## src/rtl/cic_pkg.sv

```systemverilog
// Shared constants, FSM encoding and the CIC code-to-sample conversion rule
// used by the formatter RTL and any reference model.
package cic_pkg;

    localparam int unsigned CIC_ORDER          = 3;
    localparam int unsigned DEFAULT_DECIMATION = 256;

    typedef logic [1:0] cic_state_t;

    localparam cic_state_t ST_IDLE   = 2'd0;
    localparam cic_state_t ST_SETTLE = 2'd1;
    localparam cic_state_t ST_RUN    = 2'd2;

    typedef struct packed {
        logic        clip;
        logic [31:0] value;
    } cic_conv_t;

    function automatic int unsigned cic_numbits(input int unsigned decimation);
        return CIC_ORDER * $clog2(decimation) + 1;
    endfunction

    // Remove the mid-scale offset, drop LSBs toward -inf, clamp the positive
    // end. Computed at 64 bits so codes >= 2^(numbits-1) never wrap negative.
    function automatic cic_conv_t cic_to_signed(input logic [63:0]  code,
                                                input int unsigned numbits,
                                                input int unsigned out_width);
        logic signed [63:0] s;
        logic signed [63:0] q;
        logic signed [63:0] q_max;
        cic_conv_t          r;
        s       = $signed(code) - (64'sd1 <<< (numbits - 2));
        q       = s >>> (numbits - 1 - out_width);
        q_max   = (64'sd1 <<< (out_width - 1)) - 64'sd1;
        r.clip  = (q > q_max);
        r.value = r.clip ? 32'(q_max) : 32'(q);
        return r;
    endfunction

endpackage

```

## src/rtl/cic_sample_formatter_sync_fifo.sv

```systemverilog
// First-word-fall-through FIFO with a registered head word; the head register
// holds its last value while the FIFO is empty.
module sync_fifo #(
    parameter int unsigned WIDTH = 16,
    parameter int unsigned DEPTH = 8
) (
    input  logic                       clk,
    input  logic                       reset_n,
    input  logic                       wr_en,
    input  logic [WIDTH-1:0]           wr_data,
    input  logic                       rd_en,
    output logic [WIDTH-1:0]           rd_data,
    output logic                       rd_valid,
    output logic [$clog2(DEPTH):0]     level,
    output logic                       full,
    output logic                       empty
);

    localparam int unsigned PTR_W   = $clog2(DEPTH);
    localparam int unsigned LEVEL_W = PTR_W + 1;

    logic [WIDTH-1:0]   mem [DEPTH];
    logic [PTR_W-1:0]   wr_ptr;
    logic [PTR_W-1:0]   rd_ptr;
    logic [PTR_W-1:0]   head_ptr_c;
    logic [LEVEL_W-1:0] level_nxt_c;
    logic               push_c;
    logic               pop_c;

    // A push while full is only taken when a pop frees the slot this cycle.
    assign pop_c      = rd_en && !empty;
    assign push_c     = wr_en && (!full || pop_c);
    assign head_ptr_c = pop_c ? rd_ptr + PTR_W'(1) : rd_ptr;

    always_comb begin
        level_nxt_c = level;
        if (push_c && !pop_c) begin
            level_nxt_c = level + LEVEL_W'(1);
        end else if (!push_c && pop_c) begin
            level_nxt_c = level - LEVEL_W'(1);
        end
    end

    always_ff @(posedge clk) begin
        if (push_c) begin
            mem[wr_ptr] <= wr_data;
        end
    end

    // Head register bypasses the write data when the new head is being written.
    always_ff @(posedge clk or negedge reset_n) begin
        if (!reset_n) begin
            wr_ptr   <= '0;
            rd_ptr   <= '0;
            level    <= '0;
            full     <= 1'b0;
            empty    <= 1'b1;
            rd_valid <= 1'b0;
            rd_data  <= '0;
        end else begin
            if (push_c) begin
                wr_ptr <= wr_ptr + PTR_W'(1);
            end
            if (pop_c) begin
                rd_ptr <= rd_ptr + PTR_W'(1);
            end
            level    <= level_nxt_c;
            full     <= (level_nxt_c == LEVEL_W'(DEPTH));
            empty    <= (level_nxt_c == '0);
            rd_valid <= (level_nxt_c != '0);
            if (level_nxt_c != '0) begin
                rd_data <= (push_c && (wr_ptr == head_ptr_c)) ? wr_data : mem[head_ptr_c];
            end
        end
    end

endmodule

```

## src/rtl/cic_sample_formatter.sv

```systemverilog
// CIC output formatter: drops the start-up transient, converts the unsigned
// CIC code to a saturated signed sample and buffers it for the consumer.
module cic_sample_formatter
    import cic_pkg::*;
#(
    parameter int unsigned DECIMATION_FACTOR = DEFAULT_DECIMATION,
    parameter int unsigned CLOCK_WIDTH       = $clog2(DECIMATION_FACTOR),
    parameter int unsigned NUMBITS           = 3 * CLOCK_WIDTH + 1,
    parameter int unsigned OUT_WIDTH         = 16,
    parameter int unsigned FIFO_DEPTH        = 8,
    parameter int unsigned DISCARD_COUNT     = 3
) (
    input  logic                          clk,
    input  logic                          reset_n,
    input  logic                          enable,
    input  logic [NUMBITS-1:0]            cic_data,
    input  logic                          cic_stb,
    output logic [OUT_WIDTH-1:0]          m_data,
    output logic                          m_valid,
    input  logic                          m_ready,
    output logic [$clog2(FIFO_DEPTH):0]   fifo_level,
    output logic                          overflow,
    output logic                          clipped,
    input  logic                          flag_clr
);

    localparam int unsigned CNT_W = (DISCARD_COUNT > 0) ? $clog2(DISCARD_COUNT + 1) : 1;

    cic_state_t       state;
    cic_state_t       state_nxt;
    logic [CNT_W-1:0] discard_cnt;
    logic [CNT_W-1:0] discard_cnt_nxt;
    logic             capture_c;

    cic_conv_t        conv_c;
    logic             conv_unused;
    logic             s1_valid;
    logic [OUT_WIDTH-1:0] s1_data;

    logic             fifo_full;
    logic             fifo_empty_unused;
    logic             pop_c;
    logic             overflow_set_c;
    logic             clip_set_c;

    always_ff @(posedge clk or negedge reset_n) begin
        if (!reset_n) begin
            state       <= ST_IDLE;
            discard_cnt <= '0;
        end else begin
            state       <= state_nxt;
            discard_cnt <= discard_cnt_nxt;
        end
    end

    // Enable low wins over everything, so a strobe coincident with it is lost.
    always_comb begin
        state_nxt       = state;
        discard_cnt_nxt = discard_cnt;
        capture_c       = 1'b0;
        if (!enable) begin
            state_nxt = ST_IDLE;
        end else begin
            case (state)
                ST_IDLE: begin
                    if (DISCARD_COUNT == 0) begin
                        state_nxt = ST_RUN;
                    end else begin
                        state_nxt       = ST_SETTLE;
                        discard_cnt_nxt = CNT_W'(DISCARD_COUNT);
                    end
                end
                ST_SETTLE: begin
                    if (cic_stb) begin
                        discard_cnt_nxt = discard_cnt - CNT_W'(1);
                        if (discard_cnt <= CNT_W'(1)) begin
                            state_nxt = ST_RUN;
                        end
                    end
                end
                ST_RUN: begin
                    capture_c = cic_stb;
                end
                default: begin
                    state_nxt = ST_IDLE;
                end
            endcase
        end
    end

    assign conv_c      = cic_to_signed(64'(cic_data), NUMBITS, OUT_WIDTH);
    assign conv_unused = &{1'b0, conv_c.value[31:OUT_WIDTH]};

    always_ff @(posedge clk or negedge reset_n) begin
        if (!reset_n) begin
            s1_valid <= 1'b0;
            s1_data  <= '0;
        end else begin
            s1_valid <= capture_c;
            if (capture_c) begin
                s1_data <= conv_c.value[OUT_WIDTH-1:0];
            end
        end
    end

    sync_fifo #(
        .WIDTH (OUT_WIDTH),
        .DEPTH (FIFO_DEPTH)
    ) u_fifo (
        .clk      (clk),
        .reset_n  (reset_n),
        .wr_en    (s1_valid),
        .wr_data  (s1_data),
        .rd_en    (m_ready),
        .rd_data  (m_data),
        .rd_valid (m_valid),
        .level    (fifo_level),
        .full     (fifo_full),
        .empty    (fifo_empty_unused)
    );

    assign pop_c          = m_valid && m_ready;
    assign overflow_set_c = s1_valid && fifo_full && !pop_c;
    assign clip_set_c     = capture_c && conv_c.clip;

    // Sticky flags: a set event in the clearing cycle takes priority.
    always_ff @(posedge clk or negedge reset_n) begin
        if (!reset_n) begin
            overflow <= 1'b0;
            clipped  <= 1'b0;
        end else begin
            if (overflow_set_c) begin
                overflow <= 1'b1;
            end else if (flag_clr) begin
                overflow <= 1'b0;
            end
            if (clip_set_c) begin
                clipped <= 1'b1;
            end else if (flag_clr) begin
                clipped <= 1'b0;
            end
        end
    end

endmodule
```

## config.mk

```make
export PLATFORM = sky130hd
export DESIGN_NAME = cic_sample_formatter
export DESIGN_NICKNAME = d
export VERILOG_FILES = /design/src/rtl/cic_pkg.sv /design/src/rtl/cic_sample_formatter_sync_fifo.sv /design/src/rtl/cic_sample_formatter.sv
export SDC_FILE = /design/constraint.sdc
export NUM_CORES = 1
export LEC_CHECK = 0
export ABC_AREA = 1
export CAP_MARGIN = 10
export CORE_ASPECT_RATIO = 0.9
export CORE_MARGIN = 4
export CORE_UTILIZATION = 40
export CTS_CLUSTER_DIAMETER = 150
export DETAILED_ROUTE_END_ITERATION = 10
export PLACE_DENSITY_LB_ADDON = 0.1
export SLEW_MARGIN = 20
export SYNTH_ARGS = -nofsm -noshare
export SYNTH_HDL_FRONTEND = slang
export SYNTH_SLANG_ARGS = --single-unit
```

## constraint.sdc

```tcl
create_clock -name clk -period 2.84 [get_ports clk]
set_input_delay 0.568 -clock clk [delete_from_list [all_inputs] [get_ports clk]]
set_output_delay 0.568 -clock clk [all_outputs]
set_load 0.005 [all_outputs]
```

# Word-level counts from Yosys, hierarchy flattened
# Memory sizes are Yosys's and may differ from the RTL's. A register that Yosys moved wholly into a read port is not among the register bits.
# Cells that the tools add are included.
# classes
addsub,6
magnitude_cmp,2
eq_ne,7
n_mux,17
n_reduce_logical,23
# ops
operator,n
subtractor 25 x 24 -> 26 bit (second input constant),1
greater-than comparator 18 x 16 -> 1 bit (second input constant),1
two-way mux 16 bit,1
logical AND 1 bit,8
two-way mux 2 bit,4
two-way mux 4 bit,2
two-way mux 1 bit,7
adder 3 x 1 -> 3 bit (second input constant),2
logical NOT 1 bit,6
!= test 3 bit (second input constant),2
case mux 2 bit (3 select lines),1
AND reduction 3 bit,2
nonzero test 2 bit,3
adder 4 x 1 -> 4 bit (second input constant),1
equality test 4 bit (second input constant),1
logical NOT 4 bit,1
!= test 2 bit (second input constant),2
case mux 2 bit (2 select lines),1
nonzero test 4 bit,1
subtractor 4 x 1 -> 4 bit (second input constant),1
two-way mux 3 bit,1
equality test 2 x 1 -> 1 bit (second input constant),1
equality test 2 bit (second input constant),1
less-or-equal comparator 2 x 1 -> 1 bit (second input constant),1
other kinds (3),3
# totals
register_bits,36
ramBits,128
input_bits,31
output_inout_bits,23
word_cells,68
n_memories,1
# mem_list
name,depth,width,rd,rd_ports_with_merged_regs,write_ports,line_no,text
u_fifo.mem,8,16,1,1,1,cic_sample_formatter_sync_fifo.sv:22,logic [WIDTH-1:0] mem [DEPTH];

# Depth between registers and ports, before layout
# logic_depth
depth_word,9
depth_mapped,14
mapped_depth_nobuf,13

# Cells and area by module
# From an unflattened synthesis, not the netlist that was laid out.
# hier_totals
hier_cells,865
area_unflattened_um2,8493.1
# by_module_without_submodules
module,instances,cells_each,area_per_inst_um2,seq_area_each_um2
sync_fifo,1,732,7364.6,4570.6
cic_sample_formatter,1,133,1128.6,575.6

# Least setup slack after synthesis
# No wires, ideal clock.
# synth_timing
path_kind,in2reg
startpoint,in m_ready
endpoint,"mem u_fifo.mem[0][0], enable pin"
setup_ns,0.388
arrival_time_ns,1.827
required_ns,2.452
setup_slack_ns,0.625
stages,5
path_buffers,1
path_cell_list,buf_6 nand2_8 a21oi_4 nand2_1 nor2_1
# synth_between
elab_chain_len,5
# synth_rtl
element,line_no,text
"start, declared",cic_sample_formatter.sv:20,"input logic m_ready,"
logical AND 1 bit,cic_sample_formatter_sync_fifo.sv:31,assign pop_c = rd_en && !empty;
logical OR 1 bit,cic_sample_formatter_sync_fifo.sv:32,assign push_c = wr_en && (!full || pop_c);
logical AND 1 bit,cic_sample_formatter_sync_fifo.sv:32,
two-way mux 1 bit,cic_sample_formatter_sync_fifo.sv:45,if (push_c) begin
two-way mux 1 bit (implied by the code),cic_sample_formatter_sync_fifo.sv:46,mem[wr_ptr] <= wr_data;
"end, declared",cic_sample_formatter_sync_fifo.sv:22,
# No other way between the ends.

# Final worst setup path
# layout_timing
startpoint,reg u_fifo.level[0]
endpoint,out fifo_level[0]
# layout_lines
element,line_no,text
"start, declared",cic_sample_formatter_sync_fifo.sv:14,"output logic [$clog2(DEPTH):0] level,"
"start signal, assigned",cic_sample_formatter_sync_fifo.sv:67,level <= level_nxt_c;
"end, declared",cic_sample_formatter.sv:21,"output logic [$clog2(FIFO_DEPTH):0] fifo_level,"
# No word-level cell between the ends.

==> results.tsv <==
stage	metric	value	unit
synthesis	synth.most_common_cell	nand3_1	
sta	rsz0062_at_grt	no	
grt	track_usage	18.8	%
clock_tree	htree_levels	4	
cells_and_area	fin_area	10000	sq um
clock_tree	post_cts_buffers	0	
pwr	p_per_area	1040	nW/um^2
cells_and_area	final-instance-count-excl-fill	1186	
grt	overflow	0	
floorplanning	dieHeight	146	um
clock_tree	cts-root-buf	clkbuf_16	
clock_tree	clock-sinks	180	
cells_and_area	fin_nets	925	
cells_and_area	area.growth.synth_to_final	18.9	%
critical_path	cp_top_family	buffers and inverters	
synthesis	synth_top_area_share	45.6	%
detailed_routing	drtIter0Drc	441	
grt	grt_max_degree	45	
pwr	p_sw	4.22	mW
critical_path	criticalPathCategory	register to output port	
synthesis	ys_seq_elements	180	
floorplanning	initial_utilization	40.6	%
synthesis	yosys-top-cells-count	239 x nand3_1, 136 x inv_1, 133 x nand2_1	
clock_tree	cts_resized	0	
critical_path	start_kind	register	
cells_and_area	post-route-util	48.3	%
place	dpl_cell_area	9430	sq um
clock_tree	cts_tree	yes	
critical_path	cp.arrival	1.54	ns
pwr	p_int	6.24	mW
cells_and_area	fillers	1942	
synthesis	synthesis.area	8440	sq um
critical_path	crit_fanout	6	
job	max_cap_violations	0	
clock_tree	clock_latency	0.44	ns
clock_tree	clockBufferDepth	2	
floorplanning	rows	50	
critical_path	crit_chain	clkdlybuf4s50_1	
clock_tree	clk_pin_slew	0.07	ns
sta	hold_viol_final	0	
sta	final.setup.worst_slack	0.734	ns
sta	min_period	2.11	ns
floorplanning	fp.dieW	161	um
sta	holdWs	0.270	ns
pwr	combPwrFrac	38.8	%
synthesis	synth_area_leaders	edfxtp_1 46%, dfrtp_1 15%, nand3_1 14%, inv_1 6.1%, nand2_1 5.9%	
pwr	p_leak	4.32	nW
critical_path	cp.required	2.27	ns
sta	tightest_slew	0.954	ns
synthesis	ys_types	40	
place	gp_congestion	0.811	
critical_path	critPathMaxStageDelay	0.57	ns
status	status	complete, no violations	
sta	setup_viol	0	
sta	drv_slew	0	
grt	grt_pass1_wl	33600	um
synthesis	async_reset_ff_share	28.9	%
synthesis	synth_edf_count	128	
critical_path	cp-end-kind	output port	
floorplanning	die_area	23500	sq um
synthesis	synth_largest_area_cell	edfxtp_1	
cells_and_area	drive_above_1_share	10.2	%
cells_and_area	antenna_cells	0	
place	dp_slack	0.275	ns
sta	clock.fmax	475	MHz
place	place_hpwl	13400	um
synthesis	synthCells	832	
pwr	power	10.5	mW
place	dp.cells	1154	
detailed_routing	drt-total-wl	21400	um
place	port_buffers	45	
pwr	pwr-share-seq	38.8	%
detailed_routing	postRouteAntennaNets	0	
detailed_routing	dr.pass1.iters	5	
detailed_routing	via_count	6081	
synthesis	yosysWarnings	0	
detailed_routing	drc	0	
synthesis	synth_nets	870	
synthesis	synth_area_per_cell	10.1	sq um
pwr	ir_drop	0.000441	V
synthesis	ys.flop_type	edfxtp_1	
grt	antenna_found_initial	0	
floorplanning	core_area	20800	sq um
sta	timing.final.crit_share	74.2	%
floorplanning	ioPinCount	54	
critical_path	path_buf_inv	1	
critical_path	crit_slowest_cell	clkdlybuf4s50_1	
pwr	clkPwrFrac	22.4	%
pwr	switching_share	40.4	%
sta	setup_tns	0	ns
sta	relSlewSlack	36.4	%
detailed_routing	via_per_inst	5.13	
worst_hold_path	hold_path_class	input pin to async pin	
clock_tree	postCtsHoldBufs	0	
detailed_routing	wl_per_cell	18.1	um
clock_tree	numCtsBuffers	17	
sta	skew	0.0106	ns
synthesis	ys_seq_area_share	61.0	%
grt	grt_pass1_vias	5929	
-- state kept, by name (all words and copies together), names as in the netlist --
name,count
u_fifo.mem,128
s1_data,16
u_fifo.rd_data,16
u_fifo.level,4
u_fifo.rd_ptr,3
u_fifo.wr_ptr,3
discard_cnt,2
state,2
clipped,1
overflow,1
s1_valid,1
u_fifo.empty,1
u_fifo.full,1
u_fifo.rd_valid,1
-- worst reg2reg max path: stages (launching register included) --
cell,delay [ns]
dfrtp_1,0.43
ha_1,0.33
inv_1,0.06
nand3_1,0.10
nand2_2,0.12
buf_4,0.31
nand3_1,0.13
nand3_1,0.10
nand3_1,0.09
nand2_1,0.14
nand2_1,0.09
nand2_1,0.06
-- power groups by stage --
stage               sequential [mW]  clock, mW  combinational (mW)
finish                         4.06       2.35                4.06
global route                   4.14       2.50                4.51
CTS                            4.06       2.40                4.14
detailed placement             4.11          0                4.12
global placement               4.07          0                4.06
floorplan                      3.87          0                2.64
-- worst paths after layout --
| path | depth (start not counted) | slack (ns) | end | startpoint |
|---|---|---|---|---|
| max | 1 | 0.73 | fifo_level[0] | u_fifo.level[0]$_DFF_PN0_ |
| min | 1 | 0.27 | u_fifo.level[0]$_DFF_PN0_ | reset_n |
| max reg2reg | 11 | 0.83 | u_fifo.rd_data[5]$_DFFE_PN0N_ | u_fifo.rd_ptr[0]$_DFF_PN0_ |
| min reg2reg | 2 | 0.49 | clipped$_DFFE_PN0P_ | clipped$_DFFE_PN0P_ |
| max in group asynchronous | 2 | 1.81 | s1_data[9]$_DFFE_PN0P_ | reset_n |
| min in group clk | 2 | 0.49 | clipped$_DFFE_PN0P_ | clipped$_DFFE_PN0P_ |
-- area by class of cell --
type	count	area [sq um]	share of cell area [%]
clock inverters	12	105	1.05
multi-input cells	470	2540	25.3
repair buffers	76	853	8.51
flip-flops and latches	180	5150	51.3
clock buffers	20	489	4.88
inverters	142	536	5.34
well taps	286	358	3.57
-- layout by cell type, fill, tap and decap left out, types with 5 or more instances in the layout --
cell type / instances
dfrtp_1: 51
nand3b_1: 16
buf_12: 14
o21ai_0: 5
buf_4: 17
clkbuf_16: 19
inv_2: 5
nand3_1: 239
inv_1: 136
edfxtp_1: 128
inv_4: 5
ha_1: 7
mux2i_1: 15
clkdlybuf4s50_1: 44
nand2_1: 133
nor2_1: 12
-- routing by layer --
metal / wire (um) / track usage (%) / up-vias / part of all wire [%]
li1: - / - / 2893 / -
met1: 9880 / 26.3 / 3000 / 46
met2: 10100 / 30.1 / 168 / 47
met3: 1220 / 4.36 / 20 / 5.7
met4: 240 / 4.39 / 0 / 1.1
met5: 0 / 0 / - / 0
-- cell families (layout without fill, tap and decap cells) --
kind of cell / after synthesis / after routing / synth area share (%)
fa+ha+maj: 7 / 7 / 1.04
mux: 15 / 15 / 1.78
simple gates: 426 / 426 / 25.1
buf+inv: 182 / 250 / 8.90
flops: 180 / 180 / 61.0
xor+xnor: 7 / 7 / 0.949
compound gates: 15 / 15 / 1.22
(Power assumes the default switching activity.)
